### config.mk
export PLATFORM = sky130hd
export DESIGN_NAME = neuron_layer_ctrl_flat
export DESIGN_NICKNAME = d
export VERILOG_FILES = /design/src/rtl/neuron_layer_ctrl_if.sv /design/src/rtl/neuron_layer_ctrl.sv /design/src/flat_wrapper.sv
export SDC_FILE = /design/constraint.sdc
export NUM_CORES = 1
export LEC_CHECK = 0
export BUFFER_PORTS_ARGS = -buffer_cell sky130_fd_sc_hd__buf_2
export CAP_MARGIN = 5
export CORE_MARGIN = 5
export CORE_UTILIZATION = 30
export CTS_CLUSTER_DIAMETER = 80
export DETAILED_ROUTE_END_ITERATION = 12
export GPL_TIMING_DRIVEN = 1
export PLACE_DENSITY = 0.52
export SLEW_MARGIN = 20
export SYNTH_ARGS = -nofsm -noshare
export SYNTH_HDL_FRONTEND = slang
export SYNTH_SLANG_ARGS = --single-unit
### constraint.sdc
create_clock -name clk -period 7.5 [get_ports clk]
set_clock_uncertainty 0.15 [all_clocks]
set_input_delay 0.75 -clock clk [delete_from_list [all_inputs] [get_ports clk]]
set_output_delay 0.75 -clock clk [all_outputs]
set_load 0.03 [all_outputs]
### src/rtl/neuron_layer_ctrl_if.sv
// ---------------------------------------------------------------------------
// neuron_layer_ctrl_if
//   Bundle between the layer sequencer and the shared 4-input neuron.
//   master : sequencer side (drives data/weights/data_ready, takes n_out)
//   slave  : neuron side    (takes data/weights/data_ready, drives n_out)
//   n_data0..3   8-bit neuron data inputs
//   n_w0..3      8-bit neuron weight inputs
//   n_data_ready one-cycle "operands valid" strobe
//   n_out        8-bit neuron result
// ---------------------------------------------------------------------------
interface neuron_layer_ctrl_if;
  logic [7:0] n_data0, n_data1, n_data2, n_data3;
  logic [7:0] n_w0, n_w1, n_w2, n_w3;
  logic       n_data_ready;
  logic [7:0] n_out;

  modport master (
    output n_data0, n_data1, n_data2, n_data3,
    output n_w0, n_w1, n_w2, n_w3,
    output n_data_ready,
    input  n_out
  );

  modport slave (
    input  n_data0, n_data1, n_data2, n_data3,
    input  n_w0, n_w1, n_w2, n_w3,
    input  n_data_ready,
    output n_out
  );
endinterface

### src/rtl/neuron_layer_ctrl.sv
// ---------------------------------------------------------------------------
// neuron_layer_ctrl
//   Time-multiplexes one shared 4-input neuron across NUM_OUT logical output
//   neurons. A start latches the input vector, then each output index gets
//   one ISSUE cycle (operands + data_ready) and PIPE_LAT WAIT cycles, after
//   which the neuron output is stored in the result file.
//
// Ports
//   clk, rst_n              clock, synchronous active-low reset
//   cfg_we/addr/wdata       weight write {out idx, in idx}; cfg_err pulses
//                           for one cycle when a write is rejected
//   start, abort            begin / cancel a layer evaluation
//   in_data0..3             input vector, latched on an accepted start
//   busy, done, res_valid   status: running, finished pulse, file complete
//   rd_addr / rd_data       combinational result read (0 when out of range)
//   nrn                     neuron bundle (master side)
// ---------------------------------------------------------------------------
module neuron_layer_ctrl #(
  parameter int NUM_OUT  = 4,
  parameter int PIPE_LAT = 3,
  parameter int IDX_W    = 2
) (
  input  logic                 clk,
  input  logic                 rst_n,
  input  logic                 cfg_we,
  input  logic [IDX_W+1:0]     cfg_addr,
  input  logic [7:0]           cfg_wdata,
  output logic                 cfg_err,
  input  logic                 start,
  input  logic                 abort,
  input  logic [7:0]           in_data0,
  input  logic [7:0]           in_data1,
  input  logic [7:0]           in_data2,
  input  logic [7:0]           in_data3,
  output logic                 busy,
  output logic                 done,
  output logic                 res_valid,
  input  logic [IDX_W-1:0]     rd_addr,
  output logic [7:0]           rd_data,
  neuron_layer_ctrl_if.master  nrn
);

  localparam int               CNT_W     = (PIPE_LAT > 1) ? $clog2(PIPE_LAT) : 1;
  localparam logic [CNT_W-1:0] CNT_LOAD  = CNT_W'(PIPE_LAT - 1);
  localparam logic [IDX_W-1:0] LAST_IDX  = IDX_W'(NUM_OUT - 1);
  localparam logic [IDX_W:0]   NUM_OUT_X = (IDX_W + 1)'(NUM_OUT);

  typedef enum logic [1:0] {
    S_IDLE,
    S_ISSUE,
    S_WAIT,
    S_DONE
  } state_t;

  state_t           state;
  logic [IDX_W-1:0] idx;
  logic [CNT_W-1:0] wait_cnt;
  logic             n_data_ready_q;
  logic [7:0]       n_data_q [4];   // doubles as the latched input vector
  logic [7:0]       n_w_q    [4];
  logic [7:0]       weight   [NUM_OUT][4];
  logic [7:0]       result   [NUM_OUT];

  // Weight-write decode: only an idle controller accepts writes, and only
  // for output indices that exist.
  logic [IDX_W-1:0] wr_oidx;
  logic [1:0]       wr_iidx;
  logic             wr_ok;

  assign wr_oidx = cfg_addr[IDX_W+1:2];
  assign wr_iidx = cfg_addr[1:0];
  assign wr_ok   = cfg_we && (state == S_IDLE) && ({1'b0, wr_oidx} < NUM_OUT_X);

  // NOTE: the weight file must come out of reset as all 8'h01, so it is built
  // from resettable flops rather than an inferred RAM (the result file too).
  always_ff @(posedge clk) begin
    if (!rst_n) begin
      cfg_err <= 1'b0;
      for (int o = 0; o < NUM_OUT; o++) begin
        for (int k = 0; k < 4; k++) begin
          weight[o][k] <= 8'h01;
        end
      end
    end else begin
      cfg_err <= cfg_we && !wr_ok;
      if (wr_ok) begin
        weight[wr_oidx][wr_iidx] <= cfg_wdata;
      end
    end
  end

  // Weight row for the next ISSUE. A write landing on the same edge as the
  // accepted start is forwarded so idx 0 already sees the new byte.
  logic [IDX_W-1:0] next_idx;
  logic [7:0]       issue_w [4];

  // NOTE: combinational logic uses blocking '='; registers use '<=' so every
  // flop samples pre-edge values regardless of statement order.
  always_comb begin
    // NOTE: defaults first so every path assigns each output; a missed path
    // would otherwise infer a latch.
    next_idx = '0;
    if (state == S_WAIT && idx != LAST_IDX) begin
      next_idx = idx + 1'b1;
    end
    for (int k = 0; k < 4; k++) begin
      issue_w[k] = weight[next_idx][k];
      if (wr_ok && wr_oidx == next_idx && wr_iidx == 2'(k)) begin
        issue_w[k] = cfg_wdata;
      end
    end
  end

  // Sequencer: every output is registered and changes only on state edges.
  always_ff @(posedge clk) begin
    if (!rst_n) begin
      state          <= S_IDLE;
      idx            <= '0;
      wait_cnt       <= '0;
      busy           <= 1'b0;
      done           <= 1'b0;
      res_valid      <= 1'b0;
      n_data_ready_q <= 1'b0;
      for (int k = 0; k < 4; k++) begin
        n_data_q[k] <= 8'h00;
        n_w_q[k]    <= 8'h00;
      end
      for (int o = 0; o < NUM_OUT; o++) begin
        result[o] <= 8'h00;
      end
    end else begin
      done           <= 1'b0;
      n_data_ready_q <= 1'b0;
      if (busy && abort) begin
        // Abort wins over capture and over the normal transition.
        state <= S_IDLE;
        busy  <= 1'b0;
      end else begin
        unique case (state)
          S_IDLE: begin
            if (start) begin
              n_data_q[0]    <= in_data0;
              n_data_q[1]    <= in_data1;
              n_data_q[2]    <= in_data2;
              n_data_q[3]    <= in_data3;
              n_w_q          <= issue_w;
              n_data_ready_q <= 1'b1;
              idx            <= '0;
              res_valid      <= 1'b0;
              busy           <= 1'b1;
              state          <= S_ISSUE;
            end
          end
          S_ISSUE: begin
            wait_cnt <= CNT_LOAD;
            state    <= S_WAIT;
          end
          S_WAIT: begin
            if (wait_cnt == '0) begin
              result[idx] <= nrn.n_out;
              if (idx == LAST_IDX) begin
                busy      <= 1'b0;
                done      <= 1'b1;
                res_valid <= 1'b1;
                state     <= S_DONE;
              end else begin
                idx            <= next_idx;
                n_w_q          <= issue_w;
                n_data_ready_q <= 1'b1;
                state          <= S_ISSUE;
              end
            end else begin
              wait_cnt <= wait_cnt - 1'b1;
            end
          end
          S_DONE: begin
            state <= S_IDLE;
          end
          default: begin
            state <= S_IDLE;
          end
        endcase
      end
    end
  end

  assign rd_data = ({1'b0, rd_addr} < NUM_OUT_X) ? result[rd_addr] : 8'h00;

  assign nrn.n_data0      = n_data_q[0];
  assign nrn.n_data1      = n_data_q[1];
  assign nrn.n_data2      = n_data_q[2];
  assign nrn.n_data3      = n_data_q[3];
  assign nrn.n_w0         = n_w_q[0];
  assign nrn.n_w1         = n_w_q[1];
  assign nrn.n_w2         = n_w_q[2];
  assign nrn.n_w3         = n_w_q[3];
  assign nrn.n_data_ready = n_data_ready_q;

endmodule
### src/flat_wrapper.sv
// flat-port wrapper written by rule: the top's interface ports become plain ports
module neuron_layer_ctrl_flat 
#(
  parameter int NUM_OUT  = 4,
  parameter int PIPE_LAT = 3,
  parameter int IDX_W    = 2
)
  (clk, rst_n, cfg_we, cfg_addr, cfg_wdata, cfg_err, start, abort, in_data0, in_data1, in_data2, in_data3, busy, done, res_valid, rd_addr, rd_data, nrn_n_data0, nrn_n_data1, nrn_n_data2, nrn_n_data3, nrn_n_w0, nrn_n_w1, nrn_n_w2, nrn_n_w3, nrn_n_data_ready, nrn_n_out);
  neuron_layer_ctrl_if nrn_i ();
  input  logic clk;
  input  logic rst_n;
  input  logic cfg_we;
  input  logic [IDX_W+1:0] cfg_addr;
  input  logic [7:0] cfg_wdata;
  output logic cfg_err;
  input  logic start;
  input  logic abort;
  input  logic [7:0] in_data0;
  input  logic [7:0] in_data1;
  input  logic [7:0] in_data2;
  input  logic [7:0] in_data3;
  output logic busy;
  output logic done;
  output logic res_valid;
  input  logic [IDX_W-1:0] rd_addr;
  output logic [7:0] rd_data;
  output wire logic [$bits(nrn_i.n_data0)-1:0] nrn_n_data0;
  output wire logic [$bits(nrn_i.n_data1)-1:0] nrn_n_data1;
  output wire logic [$bits(nrn_i.n_data2)-1:0] nrn_n_data2;
  output wire logic [$bits(nrn_i.n_data3)-1:0] nrn_n_data3;
  output wire logic [$bits(nrn_i.n_w0)-1:0] nrn_n_w0;
  output wire logic [$bits(nrn_i.n_w1)-1:0] nrn_n_w1;
  output wire logic [$bits(nrn_i.n_w2)-1:0] nrn_n_w2;
  output wire logic [$bits(nrn_i.n_w3)-1:0] nrn_n_w3;
  output wire logic [$bits(nrn_i.n_data_ready)-1:0] nrn_n_data_ready;
  input wire logic [$bits(nrn_i.n_out)-1:0] nrn_n_out;
  assign nrn_n_data0 = nrn_i.n_data0;
  assign nrn_n_data1 = nrn_i.n_data1;
  assign nrn_n_data2 = nrn_i.n_data2;
  assign nrn_n_data3 = nrn_i.n_data3;
  assign nrn_n_w0 = nrn_i.n_w0;
  assign nrn_n_w1 = nrn_i.n_w1;
  assign nrn_n_w2 = nrn_i.n_w2;
  assign nrn_n_w3 = nrn_i.n_w3;
  assign nrn_n_data_ready = nrn_i.n_data_ready;
  assign nrn_i.n_out = nrn_n_out;
  neuron_layer_ctrl #(.NUM_OUT(NUM_OUT), .PIPE_LAT(PIPE_LAT), .IDX_W(IDX_W)) u_core (.clk(clk), .rst_n(rst_n), .cfg_we(cfg_we), .cfg_addr(cfg_addr), .cfg_wdata(cfg_wdata), .cfg_err(cfg_err), .start(start), .abort(abort), .in_data0(in_data0), .in_data1(in_data1), .in_data2(in_data2), .in_data3(in_data3), .busy(busy), .done(done), .res_valid(res_valid), .rd_addr(rd_addr), .rd_data(rd_data), .nrn(nrn_i));
endmodule
Word level (Yosys, flattened, before mapping). Memories as Yosys holds them, arrays and structs flattened. Index checks and enable logic that the tools add are counted.

Memories: 3. Register bits after elaboration: 43. Output and inout port bits: 77. Input bits: 59. RAM bits: 192.

Memories: u_core.weight (depth 4, bits a word 32, read ports 1, clocked after memory_dff 0, wr ports 4, line neuron_layer_ctrl.sv:61) `logic [7:0] weight [NUM_OUT][4];`; u_core.n_data_q (depth 4, bits a word 8, read ports 4, clocked after memory_dff 0, wr ports 4, line neuron_layer_ctrl.sv:59) `logic [7:0] n_data_q [4];`; u_core.result (depth 4, bits a word 8, read ports 1, clocked after memory_dff 0, wr ports 4, line neuron_layer_ctrl.sv:62) `logic [7:0] result [NUM_OUT];`.

Bitwise logic cells: 9. Mux-type cells: 57. Equal/unequal tests: 14. $lt $le $gt $ge: 2. Reduce and logical (&&, ||, !) cells: 25. $add $sub $neg: 2.

Operator list (number): 32-bit two-way mux (6); 8-bit two-way mux (10); 32-bit case mux with 2 select lines (1); 32-bit OR reduction (1); 1-bit two-way mux (23); 2-bit two-way mux (10); 8-bit demux with 2-bit select (1); 2-bit inequality test, second input constant (6); 2-bit equality test, second input constant (5); 1-bit logical AND (10); 5-bit AND reduction (2); 2-bit case mux with 2 select lines (2); 2-bit case mux with 4 select lines (1); 8-bit OR reduction (1); 2-bit logical NOT (3); 1-bit case mux with 2 select lines (3); 2-bit by 1-bit equality test with 1-bit output, second input constant (2); 1-bit inverter (4); 1-bit bitwise OR (4); 4-bit AND reduction (1); 2-bit nonzero test (2); 4-bit OR reduction (1); 3-bit greater-or-equal comparator, second input constant (1); 3-bit by 1-bit < comparator with 1-bit output, second input constant (1); other kinds (8) (8).

Depth between registers and ports, before layout.
Word-level depth: 10. Gate-level depth with buffers: 9.

Worst setup path after synthesis. OpenSTA, ideal clock, no wires.

Path kind: in2reg. Start point: in abort. End point: mem u_core.n_data_q[0][0] (enable). Library setup time: 0.472 ns. Cell stages on the path: 3. Required time: 6.878 ns. Path slack: 3.423 ns. Arrival time: 3.455 ns. Cells stage by stage: nand2_1 nand2_1 o31ai_1.

RTL lines: start: declaration (line flat_wrapper.sv:17) `input logic abort;`; end: declaration (line neuron_layer_ctrl.sv:59).

==> flow_metrics.env <==
export IMPL_status="finished clean"
export IMPL_synth_xor_area_share_pct=0
export IMPL_r2r_cells=4
export IMPL_path_cells="buf_2, buf_4, nor3b_2, or3b_1, o21ai_0"
export IMPL_worstSetupStartpoint="rst_n"
export IMPL_p_clk_share_pct=39.8
export IMPL_cap_viol_max_count=0
export IMPL_die_w_um=197
export IMPL_ant_nets=0
export IMPL_cts_buffer_depth=3
export IMPL_clock_sinks=235
export IMPL_p_sw_share_pct=25.7
export IMPL_drv_slew=0
export IMPL_insertion_delay_ns=0.52
export IMPL_fin_tns_setup_ns=0
export IMPL_synth_top_cell_area_share_pct=54.9
export IMPL_synthFlopType="edfxtp_1"
export IMPL_syn_nets=905
export IMPL_setup_worst_path_class="primary input to flop"
export IMPL_cts_buffers=26
export IMPL_grt_usage_pct=13.8
export IMPL_timing_reg2reg_setup_slack_ns=4.44
export IMPL_dr_pass1_iters=4
export IMPL_synth_top_area_cell="edfxtp_1"
export IMPL_rows=68
export IMPL_drc=0
export IMPL_io_buffers=135
export IMPL_syn_cell_area_um2=10500
export IMPL_cp_depth=5
export IMPL_cp_required_ns=7.49
export IMPL_die_area_um2=38800
export IMPL_power_frac_comb_pct=11.3
export IMPL_placedCellCount=1378
export IMPL_power_internal_mw=2.31
export IMPL_switching_power_uw=798
export IMPL_globalplace_congestion=0.725
export IMPL_yosysWarnings=0
export IMPL_tightestPinTransition_ns=1.02
export IMPL_final_min_clock_period_ns=3.32
export IMPL_grt_pass1_vias=6989
export IMPL_finalInstanceArea_um2=12400
export IMPL_r2r_end="u_core.result[1][7]"
export IMPL_layout_nets=1012
export IMPL_cts_root_buf="clkbuf_16"
export IMPL_antenna_found_initial=4
export IMPL_synthCells=844
export IMPL_start_util_pct=30.4
export IMPL_cts_setup_buffers=0
export IMPL_hold_viol=0
export IMPL_synth_seq_cells=235
export IMPL_drive_above_1_share_pct=22.1
export IMPL_vdd_ir_drop_max_uv=154
export IMPL_cts_resized=0
export IMPL_core_area_um2=34500
export IMPL_synth_compound_area_share_pct=9.49
export IMPL_vias_per_cell=4.77
export IMPL_async_flop_share_pct=0
export IMPL_synth_edf_count=192
export IMPL_num_io_pins=136
export IMPL_grt_ovfl_total=0
export IMPL_hpwl_mm=18.4
export IMPL_dpl_cell_area_um2=11600
export IMPL_critPathSlowestCell="o21ai_0"
export IMPL_area_growth_pct=18.0
export IMPL_cts_tree="yes"
export IMPL_ys_types=50
export IMPL_synth_simple_area_share_pct=19.5
export IMPL_cts_clk_slew_worst_paths_ns=0.06
export IMPL_slowest_delay_ns=0.86
export IMPL_ys_seq_area_share_pct=63.1
export IMPL_critPathBufInv=2
export IMPL_syn_avg_cell_area_um2=12.4
export IMPL_wl_per_cell_um=19.2
export IMPL_rsz0062_at_grt="false"
export IMPL_p_leak_nw=4.48
export IMPL_crit_path_max_fanout=61
export IMPL_ys_top_cells_by_area="edfxtp_1 (55%), and2_1 (11%), dfxtp_1 (8.2%)"
export IMPL_fin_cells=1426
export IMPL_setup_viol=0
export IMPL_timing_fmax_mhz=301
export IMPL_min_period_over_period_pct=44.3
export IMPL_die_h_um=197
export IMPL_drt_iter0_markers=343
export IMPL_totalWireLength_mm=27.4
export IMPL_grt_first_pass_wirelength_mm=42.4
export IMPL_grt_max_degree=68
export IMPL_start_kind="primary input"
export IMPL_crit_path_end_kind="flop"
export IMPL_seqPwrFrac_pct=48.9
export IMPL_critical_path_arrival_ns=3.31
export IMPL_crit_family="simple AND/OR/NAND/NOR gates"
export IMPL_cts_htree_levels=1
export IMPL_synth_top_family_by_area="simple AND/OR/NAND/NOR gates"
export IMPL_num_vias=6803
export IMPL_r2r_start="u_core.state[1]"
export IMPL_synthAdderAreaFrac_pct=0.238
export IMPL_p_per_area_nw_per_um2=251
export IMPL_relSlewSlack_pct=31.6
export IMPL_muxShareOfSynthArea_pct=4.80
export IMPL_hold_path_class="flop to flop"
export IMPL_crit_end="u_core.weight[1][18]"
export IMPL_ctsHoldBuffers=0
export IMPL_nFillCells=3402
[registers in the layout (all words and copies together) (netlist names)]
name,cells
u_core.weight,128
u_core.n_data_q,32
u_core.result,32
u_core.nrn.n_w0,8
u_core.nrn.n_w1,8
u_core.nrn.n_w2,8
u_core.nrn.n_w3,8
u_core.idx,2
u_core.state,2
u_core.wait_cnt,2
u_core.busy,1
u_core.cfg_err,1
u_core.done,1
u_core.nrn.n_data_ready,1
u_core.res_valid,1
[cells in the final DEF (no fill, tap or decap), drive strengths merged, types with 2 or more instances in the layout]
cell type and count:
o21bai 15, nor3 6, a21oi 6, clkinvlp 2, nand3 7, clkbuf 28, nand2b 16, nor3b 6
or3 34, o21ai 49, and2 177, a31oi 32, nor2 18, a21boi 2, o2111ai 31, and3 2
nand2 73, mux2 3, nand4 2, or3b 2, clkinv 15, nor2b 4, buf 145, edfxtp 192
mux4 8, ha 2, mux2i 29, bufinv 2, nand3b 3, dfxtp 43, inv 3, a2bb2oi 2
[synth_stat cells (2+ instances only)]
library cell,n
clkbuf_1,51
and2_1,177
o2111ai_2,7
mux4_2,8
buf_2,7
nor2_1,16
nand3_1,7
dfxtp_1,43
o21ai_0,49
edfxtp_1,192
nor3b_1,4
nor3_1,2
or3_1,34
nand2_1,73
mux2i_1,29
or3b_1,2
nand3b_1,3
buf_6,5
a21oi_1,6
nand4_1,2
buf_1,3
inv_1,3
o2111ai_1,24
ha_1,2
nor2b_1,4
a2bb2oi_1,2
a31oi_1,32
mux2_2,3
o21bai_1,15
nand2b_1,16
nor3_2,3
and3_1,2
[stage by stage]
step	utilization (%)	hold slack [ns]	setup WS, ns	power, mW
floorplan	-	0.302	3.42	1.77
global placement	33.5	0.303	3.69	1.90
detailed placement	33.5	0.316	3.59	1.90
CTS	35.9	0.326	4.14	3.14
global route	35.9	0.335	4.02	3.23
finish	35.9	0.321	4.18	3.11
[worst register-to-register path, delay by kind of cell (launching register included)]
kind | cells | cell delay, ns
flops | 1 | 0.73
simple gates | 4 | 1.83
[metal layers]
layer  global-route usage (%)  routed length (um)  vias to the layer above
li1                         -                   -                     3297
met1                     18.7               12500                     3285
met2                     23.0               12800                      172
met3                     3.05                1680                       43
met4                     2.65                 409                        6
met5                        0                  28                        -
[logic make-up after synthesis]
kind of cell	Yosys count
and+or+nand+nor	354
DFF	235
AOI/OAI and AO/OA	144
buffers and inverters	69
muxes	40
adders and majority gates	2
[how the worst min path moves through the flow]
stage	end	start	cells after the start
after floorplan	u_core.wait_cnt[1]	u_core.wait_cnt[1]	2
after global placement	u_core.res_valid	u_core.res_valid	2
after detailed placement	u_core.res_valid	u_core.res_valid	2
after CTS	u_core.n_data_q[0][3]	in_data0[3]	2
after global routing	u_core.n_data_q[3][0]	in_data3[0]	2
final	u_core.res_valid	u_core.res_valid	2
[power groups by stage]
| stage | clock, mW | combinational, mW | sequential [mW] |
|---|---|---|---|
| 2_1_floorplan | 0 | 0.150 | 1.62 |
| 3_3_place_gp | 0 | 0.354 | 1.55 |
| 3_5_place_dp | 0 | 0.355 | 1.55 |
| 4_1_cts | 1.27 | 0.356 | 1.52 |
| 5_1_grt | 1.32 | 0.380 | 1.53 |
| 6_report | 1.24 | 0.350 | 1.52 |
[cell type report]
type,instances,area [um^2],share of cell area (%)
clock buffers,28,679,5.48
clock inverters,19,150,1.21
well taps,455,569,4.59
diodes,1,2.50,0.0202
flip-flops and latches,235,6630,53.5
multi-input cells,540,3600,29.1
inverters,3,11.3,0.0909
repair buffers,145,751,6.06
Power figures use the tool's default switching activity.
